`src/rtl/sig_pkg.sv`:
```
// Shared constants and state type for the signature/halt peripheral.
package sig_pkg;

    localparam logic [31:0] SIG_ADDR_DEF  = 32'h0000_0f00;
    localparam logic [31:0] HALT_ADDR_DEF = 32'hcafe_beef;
    localparam int unsigned DEPTH_DEF     = 8;

    typedef enum logic [1:0] {
        SIG_RUN,
        SIG_DRAIN,
        SIG_HALTED
    } sig_state_e;

endpackage

```
`src/rtl/sync_fifo.sv`:
```
// Single-clock FIFO; a push into a full FIFO is accepted only alongside a pop.
module sync_fifo #(
    parameter int unsigned WIDTH = 32,
    parameter int unsigned DEPTH = 8
) (
    input  logic                     clk_i,
    input  logic                     rst_ni,
    input  logic                     push_i,
    input  logic [WIDTH-1:0]         wdata_i,
    input  logic                     pop_i,
    output logic [WIDTH-1:0]         rdata_o,
    output logic                     full_o,
    output logic                     empty_o,
    output logic [$clog2(DEPTH):0]   count_o
);

    localparam int unsigned AW = $clog2(DEPTH);
    localparam logic [AW:0] FullCnt = DEPTH[AW:0];

    logic [AW-1:0]    wptr_q, rptr_q;
    logic [AW:0]      cnt_q;
    logic [WIDTH-1:0] mem_q [DEPTH];
    logic             do_push, do_pop;

    assign full_o  = (cnt_q == FullCnt);
    assign empty_o = (cnt_q == '0);
    assign count_o = cnt_q;
    assign rdata_o = mem_q[rptr_q];

    assign do_pop  = pop_i && !empty_o;
    assign do_push = push_i && (!full_o || do_pop);

    // Storage is reset so the head reads zero out of reset.
    always_ff @(posedge clk_i or negedge rst_ni) begin
        if (!rst_ni) begin
            wptr_q <= '0;
            rptr_q <= '0;
            cnt_q  <= '0;
            for (int i = 0; i < DEPTH; i++) begin
                mem_q[i] <= '0;
            end
        end else begin
            if (do_push) begin
                mem_q[wptr_q] <= wdata_i;
                wptr_q        <= wptr_q + 1'b1;
            end
            if (do_pop) begin
                rptr_q <= rptr_q + 1'b1;
            end
            if (do_push && !do_pop) begin
                cnt_q <= cnt_q + 1'b1;
            end else if (do_pop && !do_push) begin
                cnt_q <= cnt_q - 1'b1;
            end
        end
    end

endmodule

```
`src/rtl/sig_halt_port.sv`:
```
// Store-path signature capture with streaming output and drain-then-halt control.
module sig_halt_port
    import sig_pkg::*;
#(
    parameter logic [31:0] SIG_ADDR  = SIG_ADDR_DEF,
    parameter logic [31:0] HALT_ADDR = HALT_ADDR_DEF,
    parameter int unsigned DEPTH     = DEPTH_DEF
) (
    input  logic                   clk_i,
    input  logic                   rst_ni,
    input  logic                   wr_ni,
    input  logic [31:0]            addr_i,
    input  logic [31:0]            wdata_i,
    output logic                   sig_valid_o,
    input  logic                   sig_ready_i,
    output logic [31:0]            sig_data_o,
    output logic [$clog2(DEPTH):0] count_o,
    output logic                   ovf_o,
    output logic                   halted_o
);

    sig_state_e state_q, state_d;
    logic       ovf_q, ovf_d;
    logic       sig_store, halt_store;
    logic       push_en, fifo_push, fifo_pop, fifo_full, fifo_empty;

    assign sig_store  = !wr_ni && (addr_i == SIG_ADDR);
    assign halt_store = !wr_ni && (addr_i == HALT_ADDR);

    assign sig_valid_o = !fifo_empty;
    assign fifo_pop    = sig_valid_o && sig_ready_i;
    assign fifo_push   = sig_store && push_en;

    always_ff @(posedge clk_i or negedge rst_ni) begin
        if (!rst_ni) begin
            state_q <= SIG_RUN;
            ovf_q   <= 1'b0;
        end else begin
            state_q <= state_d;
            ovf_q   <= ovf_d;
        end
    end

    always_comb begin
        state_d = state_q;
        unique case (state_q)
            SIG_RUN:    if (halt_store) state_d = SIG_DRAIN;
            SIG_DRAIN:  if (fifo_empty) state_d = SIG_HALTED;
            SIG_HALTED: state_d = SIG_HALTED;
            default:    state_d = SIG_RUN;
        endcase
    end

    always_comb begin
        push_en  = (state_q == SIG_RUN);
        halted_o = (state_q == SIG_HALTED);
    end

    // Only a push that the FIFO actually rejects counts as an overflow.
    assign ovf_d = ovf_q | (fifo_push && fifo_full && !fifo_pop);
    assign ovf_o = ovf_q;

    sync_fifo #(
        .WIDTH (32),
        .DEPTH (DEPTH)
    ) u_fifo (
        .clk_i   (clk_i),
        .rst_ni  (rst_ni),
        .push_i  (fifo_push),
        .wdata_i (wdata_i),
        .pop_i   (fifo_pop),
        .rdata_o (sig_data_o),
        .full_o  (fifo_full),
        .empty_o (fifo_empty),
        .count_o (count_o)
    );

endmodule

```
`config.mk`:
```
export PLATFORM = sky130hd
export DESIGN_NAME = sig_halt_port
export DESIGN_NICKNAME = d
export VERILOG_FILES = /design/src/rtl/sig_pkg.sv /design/src/rtl/sync_fifo.sv /design/src/rtl/sig_halt_port.sv
export SDC_FILE = /design/constraint.sdc
export NUM_CORES = 1
export LEC_CHECK = 0
export ABC_CLOCK_PERIOD_IN_PS = 3700
export CORE_MARGIN = 10
export CORE_UTILIZATION = 58
export DETAILED_ROUTE_END_ITERATION = 8
export PLACE_DENSITY = 0.83
export SLEW_MARGIN = 20
export SYNTH_ARGS = -nofsm -noshare
export SYNTH_HDL_FRONTEND = slang
export SYNTH_SLANG_ARGS = --single-unit
```
`constraint.sdc`:
```
create_clock -name clk_i -period 3.7 [get_ports clk_i]
set_input_delay 0.37 -clock clk_i [delete_from_list [all_inputs] [get_ports clk_i]]
set_output_delay 0.37 -clock clk_i [all_outputs]
set_load 0.01 [all_outputs]
```
==> results of run 1 <==
==> area by class of cell <==
| type | instances | share of cell area, % |
|---|---|---|
| Tap cell | 275 | 2.31 |
| Timing Repair Buffer | 135 | 9.04 |
| Clock inverter | 10 | 0.855 |
| Sequential cell | 269 | 45.1 |
| Clock buffer | 42 | 5.73 |
| Inverter | 5 | 0.126 |
| Multi-Input combinational cell | 441 | 36.8 |
==> through the flow <==
step / setup WS [ns] / hold WS [ns] / power, W / area (um2)
floorplan: 0.745 / 0.0744 / 0.00300 / 12600
global placement: 0.565 / 0.358 / 0.00316 / 13900
detailed placement: 0.383 / 0.367 / 0.00318 / 13900
CTS: 0.378 / 0.403 / 0.00610 / 14900
global route: 0.286 / 0.443 / 0.00625 / 14900
finish: 0.410 / 0.375 / 0.00605 / 14900
==> layer usage <==
metal	up-vias	track usage (%)	part of all wire, %	wire length [um]
li1	3125	-	-	-
met1	3826	24.9	41	11300
met2	177	33.7	52	14200
met3	36	3.84	5.3	1450
met4	2	4.24	1.5	399
met5	-	0	0.062	17
==> cell usage in the layout (no fill, tap or decap), types with 6 or more instances in the layout <==
cell and n:
mux4_2 64, mux2_2 253, ha_1 8, nor2_1 6, o211ai_1 6, buf_4 23, clkinv_2 6, nor4_1 6
clkbuf_16 29, mux2_1 38, nor4_4 9, clkdlybuf4s50_1 105, clkbuf_8 8, dfrtp_1 266
==> power by group <==
part           total (W)  internal (W)       switching [W]
Clock            0.00293       0.00180             0.00113
Sequential       0.00294       0.00294  0.0000000000000112
Combinational   0.000178     0.0000729            0.000105
==> registers in the layout (all words and copies together), names as in the netlist <==
name and cells:
ovf_o 1, state_q 2, u_fifo.count_o 4, u_fifo.mem_q 256, u_fifo.rptr_q 3, u_fifo.wptr_q 3
==> worst min-delay path by stage <==
stage	startpoint	end	cells past startpoint
after floorplan	rst_ni	ovf_o	0
after global placement	rst_ni	u_fifo.mem_q[111]	1
after detailed placement	rst_ni	u_fifo.mem_q[15]	1
after CTS	rst_ni	u_fifo.mem_q[15]	2
after global routing	rst_ni	u_fifo.mem_q[15]	2
final	rst_ni	u_fifo.mem_q[15]	2
==> repair_timing <==
action,in CTS,in global routing
setup endpoints to repair,0,0
endpoints found under the hold margin,72,0
hold buffers,1,0
==> cells by family after synthesis <==
family	Yosys count	synth area share [%]
flops	269	53.4
xor+xnor	7	0.487
compound gates	18	0.984
fa+ha+maj	9	0.954
mux	356	37.5
simple gates	51	3.60
buf+inv	52	2.99
==> critical path: cells and delay by family (launching register included) <==
kind,cells,cell delay [ns]
buffers and inverters,2,0.95
muxes,2,0.69
DFF,1,0.73
==> run summary, run 1 <==
Syn Area/Cell - 16.5 um2
Setup_tns - 0 ns
Top FF cell, synth - dfrtp_1
Post-synth EDFFs - 0
Final core utilization - 70.3%
Drt initial violations - 397
Antenna viol nets, final - 0
Pwr dens - 405 nW/um2
Post-CTS Setup Inserts - 0
Detailed Place HPWL - 17800 um
Worst Setup EP - sig_data_o[16]
Fin. Hold Viols - 0
I/O pins - 107
CTS H-tree lvls - 1
Worst reg2reg startpoint - state_q[1]
Grt ovf - 0
Clock buffer depth - 3
GRT Util Overall - 19.5%
Die ar. - 28000 um2
Initial antenna violation count - 1
TritonCTS Buffers - 28
NumNets Final - 957
Max Transition Viols Final - 0
Tcrit/Tclk final - 88.9%
Synth area leader - dfrtp_1
Placed Cells - 1124
Share of flip-flops with an asynchronous set or reset - 100%
Synth Instances - 762
Setup-failing EPs final - 0
CP startpoint - u_fifo.rptr_q[1]
Core Box Area - 21200 um2
CTS resizes - 0
Max_cap viols - 0
First-pass GRT wire length - 45000 um
Layout Cells excl Fill - 1177
Clk Tree Root Cell - clkbuf_16
Synthesized area - 12600 um2
Layout cells sized above 1 - 45.0%
Crit path cell chain - buf_4 -> mux4_2 -> mux2_2 -> clkdlybuf4s50_1
Slowest CP cell - dfrtp_2
Fillcell total - 1356
Clock sink count - 269
Die Width - 167 um
Most common cell in the netlist - dfrtp_1
Clock Skew - 0.00757 ns
Synth-to-Final Area Change - 18.5%
RSZ-0062 raised after global routing - false
Diode count - 0
Clock-pin slew on the worst setup and hold paths - 0.06 ns
Worst reg-to-reg path cell count - 13
Crit-path max FO - 23
Residual DRC count - 0
Starting Density - 59.4%
Vias in the first global route - 8215
Fmax - 304 MHz
Arrival time at the worst endpoint - 2.92 ns
Post-synth top area share - 53.4%
Run status - complete, no violations
DR WL/cell - 23.3 um
DR vias - 7166
Crit end category - output pin
WP data required - 3.33 ns
Largest net degree at the start of global routing - 121
Unique masters post-synth - 46
CP peak stage delay - 0.73 ns
Die Y - 167 um
Area of the multi-input gates - 5500 um2
Reg2Reg Capture Point - u_fifo.count_o[3]
Sequential share of the synthesized area - 53.4%
1st-pass router iterations - 4
Routability congestion estimate - 0.802
Worst Path Class, Setup - reg -> out
Commonest cells post-synth - 269 x dfrtp_1, 253 x mux2_2, 64 x mux4_2
Number of synthesized register bits - 269
Largest cells by area after synthesis - dfrtp_1 53%, mux2_2 23%, mux4_2 11%, mux2_1 3.4%, buf_6 2.0%
Port-buffer cells - 106
WL final - 27400 um
Flop2flop setup slack - 0.55 ns
CTS tree - done
Worst setup SP type - register
Yosys warns - 0
FF+latch area - 6740 um2
Final worst path period need - 3.29 ns
Total nets after synthesis - 839
Hold Crit Class - in -> async
Worst relative slew slack - 48.1%
VDD IR-drop max - 0.367 mV
Via/cell ratio - 6.09
Worst skew pair latency - 0.53 ns
Tightest Pin Transition - 0.779 ns
Static Leakage - 7.12 nW
FP Rows - 53
Power figures use the tool's default switching activity.
==> inputs of run 2 (changes only) <==
--- a/config.mk
+++ b/config.mk
@@ -6,7 +6,6 @@
 export NUM_CORES = 1
 export LEC_CHECK = 0
 export ABC_CLOCK_PERIOD_IN_PS = 3700
-export CORE_MARGIN = 10
 export CORE_UTILIZATION = 58
 export DETAILED_ROUTE_END_ITERATION = 8
 export PLACE_DENSITY = 0.83
==> run summary, run 2 (synthesis gave the netlist of run 1 again) <==
Placement Cell Area - 13900 um2 (-0.27%)
Core Box Area - 21200 um2 (-0.31%)
Max Transition Viols Final - 0 (unchanged)
Setup-failing EPs final - 0 (unchanged)
Net Switching - 0.00121 W (-2.0%)
Crit-path max FO - 24 (+4.3%)
DR vias - 7148 (-0.25%)
NumNets Final - 957 (unchanged)
Final core utilization - 70.1% (-0.24 points)
Tcrit/Tclk final - 85.5% (-3.4 points)
Clock Skew - 0.0121 ns (+0.00455 ns)
PnR Total Power - 0.00591 W (-2.3%)
Routability congestion estimate - 0.774 (-3.5%)
Setup_tns - 0 ns (unchanged)
CTS H-tree lvls - 1 (unchanged)
Vias in the first global route - 8166 (-0.60%)
DR WL/cell - 22.8 um (-2.0%)
Crit end category - output pin
Largest net degree at the start of global routing - 133 (+9.9%)
TritonCTS Buffers - 28 (unchanged)
Seq pwr share - 49.8% (+1.2 points)
Top reg by flops - u_fifo.mem_q
Residual DRC count - 0 (unchanged)
Slowest CP cell - mux4_2
Die Y - 149 um (-11%)
Run status - complete, no violations
Max_cap viols - 0 (unchanged)
GRT Util Overall - 25.7% (+6.2 points)
Hold Crit Class - in -> async
Die Width - 149 um (-11%)
Int Power - 0.00470 W (-2.4%)
RSZ-0062 raised after global routing - false
WP data required - 3.33 ns (about the same)
CP startpoint - u_fifo.rptr_q[0]
Via/cell ratio - 6.09 (about the same)
Clock sink count - 269 (unchanged)
Final Cell Area - 14800 um2 (-0.65%)
Worst skew pair latency - 0.54 ns (about the same)
Pwr dens - 399 nW/um2 (-1.7%)
Max reg flops - 256 (unchanged)
Die ar. - 22300 um2 (-20%)
Diode count - 0 (unchanged)
Final worst path period need - 3.17 ns (-0.124 ns)
CTS resizes - 0 (unchanged)
Detailed Place HPWL - 16700 um (-6.1%)
Power share of the clock group - 47.2% (-1.2 points)
Worst Path Class, Setup - reg -> out
Clk Tree Root Cell - clkbuf_16
Arrival time at the worst endpoint - 2.80 ns (-0.12 ns)
I/O pins - 107 (unchanged)
Power share of the combinational group - 3.0% (about the same)
Crit path cell chain - buf_4 -> mux4_2 -> mux2_2 -> clkdlybuf4s50_1
Layout cells sized above 1 - 44.6% (-0.41 points)
Starting Density - 59.5% (+0.19 points)
Clock-pin slew on the worst setup and hold paths - 0.06 ns (about the same)
1st-pass router iterations - 4 (unchanged)
CP peak stage delay - 0.58 ns (-0.15 ns)
Commonest non-fill, non-tap cells in the layout - 266 x dfrtp_1, 253 x mux2_2, 105 x clkdlybuf4s50_1, 64 x mux4_2, 38 x mux2_1
Synth-to-Final Area Change - 17.7%
Switching portion of total power - 20.5% (+0.059 points)
Worst relative slew slack - 52.1% (+4.0 points)
Antenna viol nets, final - 0 (unchanged)
Fmax - 316 MHz (+3.9%)
WL final - 26800 um (-2.2%)
Port-buffer cells - 106 (unchanged)
Tightest Pin Transition - 0.719 ns (-0.0600 ns)
Worst setup SP type - register
Static Leakage - 7.07 nW (-0.63%)
Commonest non-fill, non-tap cell in the layout - dfrtp_1
CTS tree - done
FP Rows - 53 (unchanged)
Initial antenna violation count - 1 (unchanged)
First-pass GRT wire length - 44000 um (-2.1%)
Drt initial violations - 371 (-6.5%)
VDD IR-drop max - 0.396 mV (+7.8%)
Clock buffer depth - 3 (unchanged)
Grt ovf - 0 (unchanged)
Hold_ws - 0.372 ns (-0.00349 ns)
Worst reg2reg startpoint - state_q[1]
Fin. Hold Viols - 0 (unchanged)
-- run 2: cell types whose count changed in the layout (fill, tap and decap cells not counted), sizes merged --
cell    before  now
clkinv       6    4
bufinv       3    2
-- run 2: critical path: cells and delay by family, from the launching register on --
kind | cells | cell delay [ns]
DFF | 1 | 0.43
muxes | 2 | 0.90
buffers and inverters | 2 | 0.91
-- run 2: power by group through the flow --
stage	clock network [W]	registers (W)	logic [W]
after global placement	0	0.00300	0.000167
after global routing	0.00297	0.00294	0.000198
after CTS	0.00284	0.00294	0.000181
after floorplan	0	0.00300	0.00000844
final	0.00279	0.00294	0.000178
after detailed placement	0	0.00300	0.000179
-- run 2: layout make-up --
type,count,area (um2)
clock buffer,42,835
clock inverter,7,87.6
fill,1343,6320
inverter,5,18.8
multi-input combinational,441,5500
sequential,269,6740
tap,275,344
timing repair buffer,135,1310
-- run 2: routing by layer --
layer	global-route usage, %	vias to the layer above	part of all wire [%]
met3	3.70	53	3.7
li1	-	3122	-
met5	0	-	0.041
met1	33.4	3808	42
met2	45.3	163	52
met4	6.73	2	2.3
-- run 2: per-stage QoR --
stage | cells | setup slack [ns]
6_report | 1174 | 0.535
5_1_grt | 1174 | 0.347
4_1_cts | 1174 | 0.482
3_5_place_dp | 1124 | 0.483
3_3_place_gp | 1124 | 0.566
2_1_floorplan | 762 | 0.745
-- run 2: final timing paths --
check / endpoint / slack, ns / cells after the start
setup reg to reg: u_fifo.count_o[3] / 0.56 / 13
min in group clk_i: u_fifo.mem_q[227] / 0.48 / 1
setup / recovery: sig_data_o[10] / 0.53 / 4
hold reg to reg: u_fifo.mem_q[227] / 0.48 / 1
hold / removal: u_fifo.mem_q[51] / 0.37 / 2
max in group asynchronous: u_fifo.mem_q[89] / 2.22 / 3
-- run 2: what timing repair did --
action / in CTS / in global routing
setup buffers: 0 / 0
hold buffers: 1 / 0
endpoints found under the hold margin: 65 / 0
setup endpoints to repair: 0 / 0
==> inputs of run 3 (changes only) <==
--- a/config.mk
+++ b/config.mk
@@ -7,6 +7,7 @@
 export LEC_CHECK = 0
 export ABC_CLOCK_PERIOD_IN_PS = 3700
 export CORE_UTILIZATION = 58
+export CTS_CLUSTER_DIAMETER = 30
 export DETAILED_ROUTE_END_ITERATION = 8
 export PLACE_DENSITY = 0.83
 export SLEW_MARGIN = 20
==> run summary, run 3 (synthesis gave the netlist of run 1 again) <==
NumNets Final - 980 (+2.4%)
WP data required - 3.33 ns (about the same)
Initial antenna violation count - 1 (unchanged)
Area of the multi-input gates - 5500 um2 (unchanged)
Layout cells sized above 1 - 47.7% (+3.1 points)
Worst Path Class, Setup - reg -> out
Die ar. - 22300 um2 (unchanged)
TritonCTS Buffers - 51 (+82%)
Run status - complete, no violations
CTS tree - done
DR WL/cell - 22.9 um (+0.35%)
CTS H-tree lvls - 2 (+1)
Via/cell ratio - 6.03 (-0.96%)
Crit-path max FO - 24 (unchanged)
Routability congestion estimate - 0.774 (unchanged)
Drt initial violations - 366 (-1.3%)
1st-pass router iterations - 4 (unchanged)
Fin. Hold Viols - 0 (unchanged)
Tightest Pin Transition - 0.684 ns (-0.0355 ns)
Crit end category - output pin
Worst skew pair latency - 0.55 ns (about the same)
Clk Tree Root Cell - clkbuf_16
Grt ovf - 0 (unchanged)
Arrival time at the worst endpoint - 2.78 ns (-0.02 ns)
Port-buffer cells - 106 (unchanged)
CTS resizes - 0 (unchanged)
Synth-to-Final Area Change - 24.7%
Static Leakage - 7.49 nW (+5.9%)
Die Y - 149 um (unchanged)
FP Rows - 53 (unchanged)
VDD IR-drop max - 0.461 mV (+16%)
Worst relative slew slack - 54.4% (+2.4 points)
Setup_tns - 0 ns (unchanged)
Antenna viol nets, final - 0 (unchanged)
Core Box Area - 21200 um2 (unchanged)
Clock Skew - 0.0218 ns (+0.00964 ns)
Commonest non-fill, non-tap cell in the layout - dfrtp_1
Max reg flops - 256 (unchanged)
Flop2flop setup slack - 0.57 ns (about the same)
First-pass GRT wire length - 45900 um (+4.4%)
I/O pins - 107 (unchanged)
Fmax - 317 MHz (+0.40%)
Hold_ws - 0.362 ns (-0.00972 ns)
WL final - 27900 um (+4.4%)
Layout Cells excl Fill - 1221 (+4.0%)
Clock sink count - 269 (unchanged)
GRT Util Overall - 27.2% (+1.5 points)
Vias in the first global route - 8529 (+4.4%)
Clock-pin slew on the worst setup and hold paths - 0.05 ns (about the same)
Fillcell total - 1224 (-8.9%)
Residual DRC count - 0 (unchanged)
Starting Density - 59.5% (unchanged)
Detailed Place HPWL - 16700 um (unchanged)
Max_cap viols - 0 (unchanged)
Clock buffer depth - 3 (unchanged)
Worst setup SP type - register
Placed Cells - 1124 (unchanged)
Largest net degree at the start of global routing - 133 (unchanged)
Final worst path period need - 3.15 ns (-0.0125 ns)
DR vias - 7363 (+3.0%)
FF+latch area - 6740 um2 (unchanged)
RSZ-0062 raised after global routing - false
Diode count - 0 (unchanged)
Max Transition Viols Final - 0 (unchanged)
Top reg by flops - u_fifo.mem_q
Hold Crit Class - in -> async
Setup-failing EPs final - 0 (unchanged)
Die Width - 149 um (unchanged)
Pwr dens - 499 nW/um2 (+25%)
Tcrit/Tclk final - 85.2% (-0.34 points)
Commonest non-fill, non-tap cells in the layout - 266 x dfrtp_1, 253 x mux2_2, 105 x clkdlybuf4s50_1, 64 x mux4_2, 52 x clkbuf_16
run 3: changes by cell type in the layout (fill, tap and decap cells not counted), sizes merged:
cell | before | now
inv | 5 | 15
clkinvlp | 1 | 6
bufinv | 2 | 6
clkinv | 4 | 15
clkbuf | 42 | 59
run 3: worst paths after layout:
| kind | startpoint | endpoint | cells after the start |
|---|---|---|---|
| worst max-delay path | u_fifo.rptr_q[0] | sig_data_o[10] | 4 |
| worst min-delay path | rst_ni | u_fifo.mem_q[51] | 2 |
| worst max register to register | state_q[0] | u_fifo.count_o[3] | 13 |
| worst min register to register | ovf_o | ovf_o | 2 |
| max in group asynchronous | rst_ni | u_fifo.mem_q[227] | 3 |
| min in group clk_i | ovf_o | ovf_o | 2 |
run 3: routing by layer:
layer | global-route usage (%) | vias up | part of all wire [%]
met5 | 0 | - | 0.047
met4 | 7.86 | 2 | 1.7
met3 | 5.69 | 40 | 4.3
met2 | 46.9 | 200 | 53
met1 | 34.7 | 3930 | 41
li1 | - | 3191 | -
run 3: layout make-up:
class	instances	area share, %
Inverter	5	0.119
Clock inverter	37	2.84
Sequential cell	269	42.9
Multi-Input combinational cell	441	35.0
Timing Repair Buffer	135	8.35
Clock buffer	59	8.64
Tap cell	275	2.19
run 3: worst max-delay path, cell delays in order, from the launching register on:
cell and delay (ns):
dfrtp_4 0.42, buf_4 0.42, mux4_2 0.57, mux2_2 0.32
clkdlybuf4s50_1 0.49
run 3: stage by stage:
step / util, % / setup WS, ns / total power [W] / area, um2
floorplan: - / 0.745 / 0.00300 / 12600
global placement: 65.7 / 0.566 / 0.00316 / 13900
detailed placement: 65.7 / 0.483 / 0.00317 / 13900
CTS: 74.3 / 0.496 / 0.00791 / 15700
global route: 74.3 / 0.370 / 0.00810 / 15700
finish: 74.3 / 0.547 / 0.00784 / 15700
run 3: power breakdown:
part	switching, W	internal [W]
Clock	0.00162	0.00310
Sequential	0.0000000000000117	0.00295
Combinational	0.000107	0.0000721
run 3: repair_timing:
action / in CTS / in global routing
hold buffers: 1 / 0
buffers inserted: 0 / 0
endpoints found under the hold margin: 65 / 0
